### src/rtl/vga_if.sv
// VGA timing bundle shared by the menu pipeline stages.
// Renderers take it through "in" and drive it through "out".
interface vga_if;
  logic [11:0] hcount;
  logic [11:0] vcount;
  logic        hblnk;
  logic        vblnk;
  logic        hsync;
  logic        vsync;

  modport in     (input  hcount, vcount, hblnk, vblnk, hsync, vsync);
  modport out    (output hcount, vcount, hblnk, vblnk, hsync, vsync);
  modport slave  (input  hcount, vcount, hblnk, vblnk, hsync, vsync);
  modport master (output hcount, vcount, hblnk, vblnk, hsync, vsync);
endinterface

### src/rtl/menu_buttons.sv
// Menu button renderer and click decoder: draws stacked bordered buttons over the
// incoming VGA stream and turns a press+release on one button into a selection pulse.
module menu_buttons #(
  parameter int N_BUTTONS = 3,
  parameter int X0 = 412,
  parameter int Y0 = 200,
  parameter int W = 200,
  parameter int H = 60,
  parameter int GAP = 40,
  parameter int BORDER_W = 2,
  parameter int RGB_B = 12,
  parameter logic [RGB_B-1:0] RECT_COLOR = 12'h0F0,
  parameter logic [RGB_B-1:0] HOVER_COLOR = 12'h0C0,
  parameter logic [RGB_B-1:0] PRESS_COLOR = 12'h080,
  parameter logic [RGB_B-1:0] BORDER_COLOR = 12'h000,
  localparam int IDX_W = (N_BUTTONS > 1) ? $clog2(N_BUTTONS) : 1
) (
  input  logic             clk,
  input  logic             rst,
  input  logic             enable,
  input  logic [11:0]      mouse_x,
  input  logic [11:0]      mouse_y,
  input  logic             mouse_left,
  vga_if.in                vga_in,
  input  logic [RGB_B-1:0] rgb_i,
  vga_if.out               vga_out,
  output logic [RGB_B-1:0] rgb_o,
  output logic             hover_valid,
  output logic [IDX_W-1:0] hover_idx,
  output logic             sel_valid,
  output logic [IDX_W-1:0] sel_idx
);

  localparam logic [11:0] X_LO = 12'(X0);
  localparam logic [11:0] X_HI = 12'(X0 + W - 1);
  localparam logic [11:0] BW   = 12'(BORDER_W);

  typedef enum logic [1:0] {IDLE, PRESS, IGNORE} state_t;

  function automatic logic [11:0] y_lo(input int k);
    return 12'(Y0 + k * (H + GAP));
  endfunction

  function automatic logic [11:0] y_hi(input int k);
    return 12'(Y0 + k * (H + GAP) + H - 1);
  endfunction

  function automatic logic in_box(input logic [11:0] x, input logic [11:0] y, input int k);
    return (x >= X_LO) && (x <= X_HI) && (y >= y_lo(k)) && (y <= y_hi(k));
  endfunction

  // Only meaningful when the point is inside the box, so the subtractions never wrap.
  function automatic logic near_edge(input logic [11:0] x, input logic [11:0] y, input int k);
    return ((x - X_LO) < BW) || ((X_HI - x) < BW) ||
           ((y - y_lo(k)) < BW) || ((y_hi(k) - y) < BW);
  endfunction

  logic [N_BUTTONS-1:0] inside_c, border_c, s1_inside, s1_border;
  logic [11:0]          s1_hcount, s1_vcount;
  logic                 s1_hblnk, s1_vblnk, s1_hsync, s1_vsync;
  logic [RGB_B-1:0]     s1_rgb, pix_c;
  logic [11:0]          mx_q, my_q;
  logic                 hit_any;
  logic [IDX_W-1:0]     hit_idx, press_idx;
  logic                 btn_q, btn_d, btn_dd, rise, sel_fire;
  state_t               state, state_nxt;

  always_comb begin
    for (int k = 0; k < N_BUTTONS; k++) begin
      inside_c[k] = in_box(vga_in.hcount, vga_in.vcount, k);
      border_c[k] = inside_c[k] && near_edge(vga_in.hcount, vga_in.vcount, k);
    end
  end

  always_ff @(posedge clk or negedge rst) begin
    if (!rst) begin
      s1_hcount <= '0;
      s1_vcount <= '0;
      s1_hblnk  <= 1'b0;
      s1_vblnk  <= 1'b0;
      s1_hsync  <= 1'b0;
      s1_vsync  <= 1'b0;
      s1_rgb    <= '0;
      s1_inside <= '0;
      s1_border <= '0;
    end else begin
      s1_hcount <= vga_in.hcount;
      s1_vcount <= vga_in.vcount;
      s1_hblnk  <= vga_in.hblnk;
      s1_vblnk  <= vga_in.vblnk;
      s1_hsync  <= vga_in.hsync;
      s1_vsync  <= vga_in.vsync;
      s1_rgb    <= rgb_i;
      s1_inside <= inside_c;
      s1_border <= border_c;
    end
  end

  // Walk from the top index down so the lowest overlapping button ends up on top.
  always_comb begin
    pix_c = s1_rgb;
    for (int k = N_BUTTONS - 1; k >= 0; k--) begin
      if (s1_inside[k]) begin
        if (s1_border[k])
          pix_c = BORDER_COLOR;
        else if (state == PRESS && press_idx == IDX_W'(k) && hover_valid && hover_idx == IDX_W'(k))
          pix_c = PRESS_COLOR;
        else if (hover_valid && hover_idx == IDX_W'(k) && enable)
          pix_c = HOVER_COLOR;
        else
          pix_c = RECT_COLOR;
      end
    end
    if (s1_hblnk || s1_vblnk)
      pix_c = '0;
  end

  always_ff @(posedge clk or negedge rst) begin
    if (!rst) begin
      vga_out.hcount <= '0;
      vga_out.vcount <= '0;
      vga_out.hblnk  <= 1'b0;
      vga_out.vblnk  <= 1'b0;
      vga_out.hsync  <= 1'b0;
      vga_out.vsync  <= 1'b0;
      rgb_o          <= '0;
    end else begin
      vga_out.hcount <= s1_hcount;
      vga_out.vcount <= s1_vcount;
      vga_out.hblnk  <= s1_hblnk;
      vga_out.vblnk  <= s1_vblnk;
      vga_out.hsync  <= s1_hsync;
      vga_out.vsync  <= s1_vsync;
      rgb_o          <= pix_c;
    end
  end

  always_comb begin
    hit_any = 1'b0;
    hit_idx = '0;
    for (int k = N_BUTTONS - 1; k >= 0; k--) begin
      if (in_box(mx_q, my_q, k)) begin
        hit_any = 1'b1;
        hit_idx = IDX_W'(k);
      end
    end
  end

  // Button history resets high so a button held through reset never looks like a new press.
  always_ff @(posedge clk or negedge rst) begin
    if (!rst) begin
      mx_q        <= '0;
      my_q        <= '0;
      hover_valid <= 1'b0;
      hover_idx   <= '0;
      btn_q       <= 1'b1;
      btn_d       <= 1'b1;
      btn_dd      <= 1'b1;
    end else begin
      mx_q        <= mouse_x;
      my_q        <= mouse_y;
      hover_valid <= hit_any && enable;
      hover_idx   <= hit_idx;
      btn_q       <= mouse_left;
      btn_d       <= btn_q;
      btn_dd      <= btn_d;
    end
  end

  assign rise = btn_d && !btn_dd;

  always_ff @(posedge clk or negedge rst) begin
    if (!rst) begin
      state     <= IDLE;
      press_idx <= '0;
    end else begin
      state <= state_nxt;
      if (state == IDLE && rise && hover_valid && enable)
        press_idx <= hover_idx;
    end
  end

  always_comb begin
    state_nxt = state;
    case (state)
      IDLE:    if (rise) state_nxt = hover_valid ? PRESS : IGNORE;
      PRESS:   if (!btn_d) state_nxt = IDLE;
      IGNORE:  if (!btn_d) state_nxt = IDLE;
      default: state_nxt = IDLE;
    endcase
    if (!enable)
      state_nxt = IDLE;
  end

  always_comb begin
    sel_fire = enable && state == PRESS && !btn_d && hover_valid && hover_idx == press_idx;
  end

  always_ff @(posedge clk or negedge rst) begin
    if (!rst) begin
      sel_valid <= 1'b0;
      sel_idx   <= '0;
    end else begin
      sel_valid <= sel_fire;
      if (sel_fire)
        sel_idx <= press_idx;
    end
  end

endmodule

### src/flat_wrapper.sv
// flat-port wrapper written by rule: the top's interface ports become plain ports
module menu_buttons_flat 
#(
  parameter int N_BUTTONS = 3,
  parameter int X0 = 412,
  parameter int Y0 = 200,
  parameter int W = 200,
  parameter int H = 60,
  parameter int GAP = 40,
  parameter int BORDER_W = 2,
  parameter int RGB_B = 12,
  parameter logic [RGB_B-1:0] RECT_COLOR = 12'h0F0,
  parameter logic [RGB_B-1:0] HOVER_COLOR = 12'h0C0,
  parameter logic [RGB_B-1:0] PRESS_COLOR = 12'h080,
  parameter logic [RGB_B-1:0] BORDER_COLOR = 12'h000,
  localparam int IDX_W = (N_BUTTONS > 1) ? $clog2(N_BUTTONS) : 1
)
  (clk, rst, enable, mouse_x, mouse_y, mouse_left, rgb_i, rgb_o, hover_valid, hover_idx, sel_valid, sel_idx, vga_in_hcount, vga_in_vcount, vga_in_hblnk, vga_in_vblnk, vga_in_hsync, vga_in_vsync, vga_out_hcount, vga_out_vcount, vga_out_hblnk, vga_out_vblnk, vga_out_hsync, vga_out_vsync);
  vga_if vga_in_i ();
  vga_if vga_out_i ();
  input  logic clk;
  input  logic rst;
  input  logic enable;
  input  logic [11:0] mouse_x;
  input  logic [11:0] mouse_y;
  input  logic mouse_left;
  input  logic [RGB_B-1:0] rgb_i;
  output logic [RGB_B-1:0] rgb_o;
  output logic hover_valid;
  output logic [IDX_W-1:0] hover_idx;
  output logic sel_valid;
  output logic [IDX_W-1:0] sel_idx;
  input wire logic [$bits(vga_in_i.hcount)-1:0] vga_in_hcount;
  input wire logic [$bits(vga_in_i.vcount)-1:0] vga_in_vcount;
  input wire logic [$bits(vga_in_i.hblnk)-1:0] vga_in_hblnk;
  input wire logic [$bits(vga_in_i.vblnk)-1:0] vga_in_vblnk;
  input wire logic [$bits(vga_in_i.hsync)-1:0] vga_in_hsync;
  input wire logic [$bits(vga_in_i.vsync)-1:0] vga_in_vsync;
  output wire logic [$bits(vga_out_i.hcount)-1:0] vga_out_hcount;
  output wire logic [$bits(vga_out_i.vcount)-1:0] vga_out_vcount;
  output wire logic [$bits(vga_out_i.hblnk)-1:0] vga_out_hblnk;
  output wire logic [$bits(vga_out_i.vblnk)-1:0] vga_out_vblnk;
  output wire logic [$bits(vga_out_i.hsync)-1:0] vga_out_hsync;
  output wire logic [$bits(vga_out_i.vsync)-1:0] vga_out_vsync;
  assign vga_in_i.hcount = vga_in_hcount;
  assign vga_in_i.vcount = vga_in_vcount;
  assign vga_in_i.hblnk = vga_in_hblnk;
  assign vga_in_i.vblnk = vga_in_vblnk;
  assign vga_in_i.hsync = vga_in_hsync;
  assign vga_in_i.vsync = vga_in_vsync;
  assign vga_out_hcount = vga_out_i.hcount;
  assign vga_out_vcount = vga_out_i.vcount;
  assign vga_out_hblnk = vga_out_i.hblnk;
  assign vga_out_vblnk = vga_out_i.vblnk;
  assign vga_out_hsync = vga_out_i.hsync;
  assign vga_out_vsync = vga_out_i.vsync;
  menu_buttons #(.N_BUTTONS(N_BUTTONS), .X0(X0), .Y0(Y0), .W(W), .H(H), .GAP(GAP), .BORDER_W(BORDER_W), .RGB_B(RGB_B), .RECT_COLOR(RECT_COLOR), .HOVER_COLOR(HOVER_COLOR), .PRESS_COLOR(PRESS_COLOR), .BORDER_COLOR(BORDER_COLOR)) u_core (.clk(clk), .rst(rst), .enable(enable), .mouse_x(mouse_x), .mouse_y(mouse_y), .mouse_left(mouse_left), .vga_in(vga_in_i), .rgb_i(rgb_i), .vga_out(vga_out_i), .rgb_o(rgb_o), .hover_valid(hover_valid), .hover_idx(hover_idx), .sel_valid(sel_valid), .sel_idx(sel_idx));
endmodule
### config.mk
export PLATFORM = sky130hd
export DESIGN_NAME = menu_buttons_flat
export DESIGN_NICKNAME = d
export VERILOG_FILES = /design/src/rtl/vga_if.sv /design/src/rtl/menu_buttons.sv /design/src/flat_wrapper.sv
export SDC_FILE = /design/constraint.sdc
export NUM_CORES = 1
export LEC_CHECK = 0
export CELL_PAD_IN_SITES_DETAIL_PLACEMENT = 0
export CELL_PAD_IN_SITES_GLOBAL_PLACEMENT = 2
export CORE_MARGIN = 3
export CORE_UTILIZATION = 34
export DETAILED_ROUTE_END_ITERATION = 16
export PLACE_DENSITY = 0.84
export SYNTH_ARGS = -nofsm -noshare
export SYNTH_HDL_FRONTEND = slang
export SYNTH_SLANG_ARGS = --single-unit
export TNS_END_PERCENT = 50
### constraint.sdc
create_clock -name clk -period 3.2 [get_ports clk]
set_input_delay 0.64 -clock clk [delete_from_list [all_inputs] [get_ports clk]]
set_output_delay 0.64 -clock clk [all_outputs]
set_load 0.03 [all_outputs]
==> flow_metrics.env <==
export IMPL_viasPerCell=4.79
export IMPL_syn_to_final_growth_pct=40.6
export IMPL_first_pass_iters=4
export IMPL_finalSetupTns_ns=0
export IMPL_holdWs_ns=0.243
export IMPL_synthArstFlopShare_pct=100
export IMPL_grt_max_degree=53
export IMPL_post_route_cells_drive_above_1_share_pct=10.6
export IMPL_cts_repair_resized=0
export IMPL_antenna_found_initial=0
export IMPL_die_area_mm2=0.0148
export IMPL_synth_compound_area_share_pct=11.6
export IMPL_hold_buffers=0
export IMPL_synth_xor_area_share_pct=1.16
export IMPL_worstPathRequired_ns=3.51
export IMPL_ir_drop_uv=364
export IMPL_nFillCells=1165
export IMPL_synthAdderAreaFrac_pct=1.65
export IMPL_synth_top_family_by_area="simple AND/OR/NAND/NOR gates"
export IMPL_r2r_cells=7
export IMPL_yosysTopAreaCell="dfrtp_1"
export IMPL_cts_setup_buffers=0
export IMPL_layout_commonest_cell="dfrtp_1"
export IMPL_ys_seq_area_share_pct=65.6
export IMPL_wl_per_cell_um=15.3
export IMPL_synth_simple_area_share_pct=15.1
export IMPL_grt_pass1_vias=3274
export IMPL_mostFrequentLayoutCells="dfrtp_1, clkdlybuf4s50_1, nand2_1, nor2_1, clkbuf_16"
export IMPL_synth_mux_area_share_pct=1.13
export IMPL_slew_viol_final=0
export IMPL_crit_arrival_ns=2.62
export IMPL_ys_ff_latch=119
export IMPL_drc=0
export IMPL_die_h_um=122
export IMPL_drt_iter0_drc=153
export IMPL_status="finished, final reports clean"
export IMPL_rsz0062_at_grt="false"
export IMPL_rows=41
export IMPL_cts_max_level=4
export IMPL_cts_sinks=119
export IMPL_path_clk_slew_ns=0.05
export IMPL_finClkSkew_ns=0.00989
export IMPL_hold_class="input pin to asynchronous set/reset pin"
export IMPL_clk_latency_ns=0.40
export IMPL_power_per_cell_area_mw_per_mm2=590
export IMPL_cts_made_buffers=17
export IMPL_ys_types=67
export IMPL_place_congestion=0.824
export IMPL_regToRegSetupSlack_ns=1.47
export IMPL_synth_edff_count=0
export IMPL_core_area_mm2=0.0128
export IMPL_reg2reg_to="u_core.rgb_o[4]"
export IMPL_worstPathMaxFanout=8
export IMPL_dieWidth_um=122
export IMPL_cts_root_buf="clkbuf_16"
export IMPL_grtUsageTotal_pct=14.7
export IMPL_drv_cap=0
export IMPL_r2r_start="u_core.state[1]"
export IMPL_routed_wl_um=10100
export IMPL_final_min_clock_period_ns=2.31
export IMPL_synth_ff_type="dfrtp_1"
export IMPL_max_freq_mhz=433
export IMPL_worstSetupEndpointType="register"
export IMPL_p_leak_uw=0.00271
export IMPL_synth_avg_cell_area_um2=12.7
export IMPL_finalSetupViolCount=0
export IMPL_synth_cells=359
export IMPL_dpl_hpwl_um=7230
export IMPL_num_antenna_cells=0
export IMPL_globalRoute_totalOverflow=0
export IMPL_cts_max_path_buffers=2
export IMPL_ios=114
export IMPL_slew_headroom_pct=52.0
export IMPL_fin_crit_sh_pct=72.2
export IMPL_worst_pin_slew_ns=0.714
export IMPL_synth_nets=433
export IMPL_port_buffers=109
export IMPL_hold_viol=0
export IMPL_initial_core_util_pct=35.5
export IMPL_syn_area_mm2=0.00455
export IMPL_cts_tree="built"
export IMPL_ys_top_cells_by_area="dfrtp_1, nand2_1, o21ai_0, dfstp_2, ha_1"
export IMPL_nNetsFinal=555
export IMPL_synth_top_cell_area_share_pct=63.8
export IMPL_ant_nets=0
export IMPL_crit_type="input pin to register"
export IMPL_vias=3182
export IMPL_start_kind="input pin"
export IMPL_grt_pass1_wl_um=16600
export IMPL_yosys_warnings=0
-- routing by layer --
metal	GRT usage [%]	share of wire, %	up-vias
met2	23.9	50	72
met3	4.50	4.2	15
li1	-	-	1534
met5	0	0	-
met4	6.09	1.5	0
met1	18.4	44	1561
-- area by class of cell --
cell class | instances | area [um^2] | share of cell area [%]
Sequential cell | 119 | 2980 | 46.6
Multi-Input combinational cell | 211 | 1400 | 21.8
Timing Repair Buffer | 118 | 1170 | 18.3
Clock buffer | 22 | 484 | 7.57
Tap cell | 172 | 215 | 3.37
Clock inverter | 8 | 97.6 | 1.53
Inverter | 14 | 52.6 | 0.822
-- power breakdown --
group / leakage, uW / internal, uW / switching, uW
logic: 0.000975 / 160 / 188
clock network: 0.000292 / 1210 / 615
registers: 0.00144 / 1570 / 24.9
total: 0.00271 / 2950 / 827
-- stage by stage --
| step | total power (uW) | cell area, um^2 | utilization, % | cells | worst slack [ns] |
|---|---|---|---|---|---|
| floorplan | 1770 | 4550 | - | 359 | 1.06 |
| global placement | 1970 | 5810 | 45.3 | 634 | 0.496 |
| detailed placement | 1980 | 5810 | 45.3 | 634 | 0.455 |
| CTS | 3840 | 6390 | 49.9 | 664 | 0.872 |
| global route | 3930 | 6390 | 49.9 | 664 | 0.749 |
| finish | 3780 | 6390 | 49.9 | 664 | 0.890 |
-- state kept, by name (all words and copies together) (netlist names), 2 cells and up --
register               flops
u_core.rgb_o              12
u_core.s1_hcount          12
u_core.s1_rgb             12
u_core.s1_vcount          12
u_core.vga_out.hcount     12
u_core.vga_out.vcount     12
u_core.mx_q               10
u_core.my_q               10
u_core.s1_border           3
u_core.s1_inside           3
u_core.hover_idx           2
u_core.press_idx           2
u_core.sel_idx             2
u_core.state               2
-- worst max path at each step --
stage                          start             endpoint  slack, ns  cells past startpoint
finish              vga_in_vcount[4]  u_core.s1_border[0]       0.89                      8
global route        vga_in_vcount[2]  u_core.s1_border[1]       0.75                      6
CTS                 vga_in_vcount[4]  u_core.s1_border[0]       0.87                      8
detailed placement  vga_in_vcount[4]  u_core.s1_border[0]       0.46                      8
global placement    vga_in_vcount[4]  u_core.s1_border[0]       0.50                      8
floorplan           vga_in_vcount[3]  u_core.s1_border[0]       1.06                      9
-- cell usage after synthesis, drive strengths merged (3+ instances only) --
| master | count |
|---|---|
| o311ai | 3 |
| a311oi | 3 |
| dfrtp | 116 |
| nor3 | 9 |
| mux2i | 4 |
| dfstp | 3 |
| nor3b | 4 |
| nand2 | 24 |
| nor2b | 6 |
| and3b | 4 |
| a21o | 3 |
| xnor2 | 3 |
| inv | 14 |
| nor4 | 4 |
| and2 | 8 |
| buf | 12 |
| xor2 | 3 |
| ha | 6 |
| o21ai | 18 |
| nand2b | 4 |
| o211ai | 5 |
| nand4 | 8 |
| a211oi | 6 |
| clkbuf | 3 |
| nor2 | 19 |
| nand3 | 10 |
| or3 | 4 |
| a21oi | 9 |
| a31oi | 7 |
-- critical path, cell delays in order --
cell	delay [ns]
clkdlybuf4s50_1	0.42
inv_1	0.17
ha_1	0.38
nor4b_2	0.32
nor2b_1	0.21
mux2i_1	0.19
o211ai_1	0.13
a31oi_1	0.16
-- logic make-up (layout without fill, tap and decap cells) --
| kind of cell | after synthesis | in the layout |
|---|---|---|
| AOI/OAI and AO/OA | 75 | 75 |
| DFF | 119 | 119 |
| and+or+nand+nor | 119 | 119 |
| xor gates and xnor gates | 6 | 6 |
| adders and majority gates | 6 | 6 |
| muxes | 5 | 5 |
| buffers and inverters | 29 | 162 |
No activity file was read; power rests on OpenSTA's default activity.
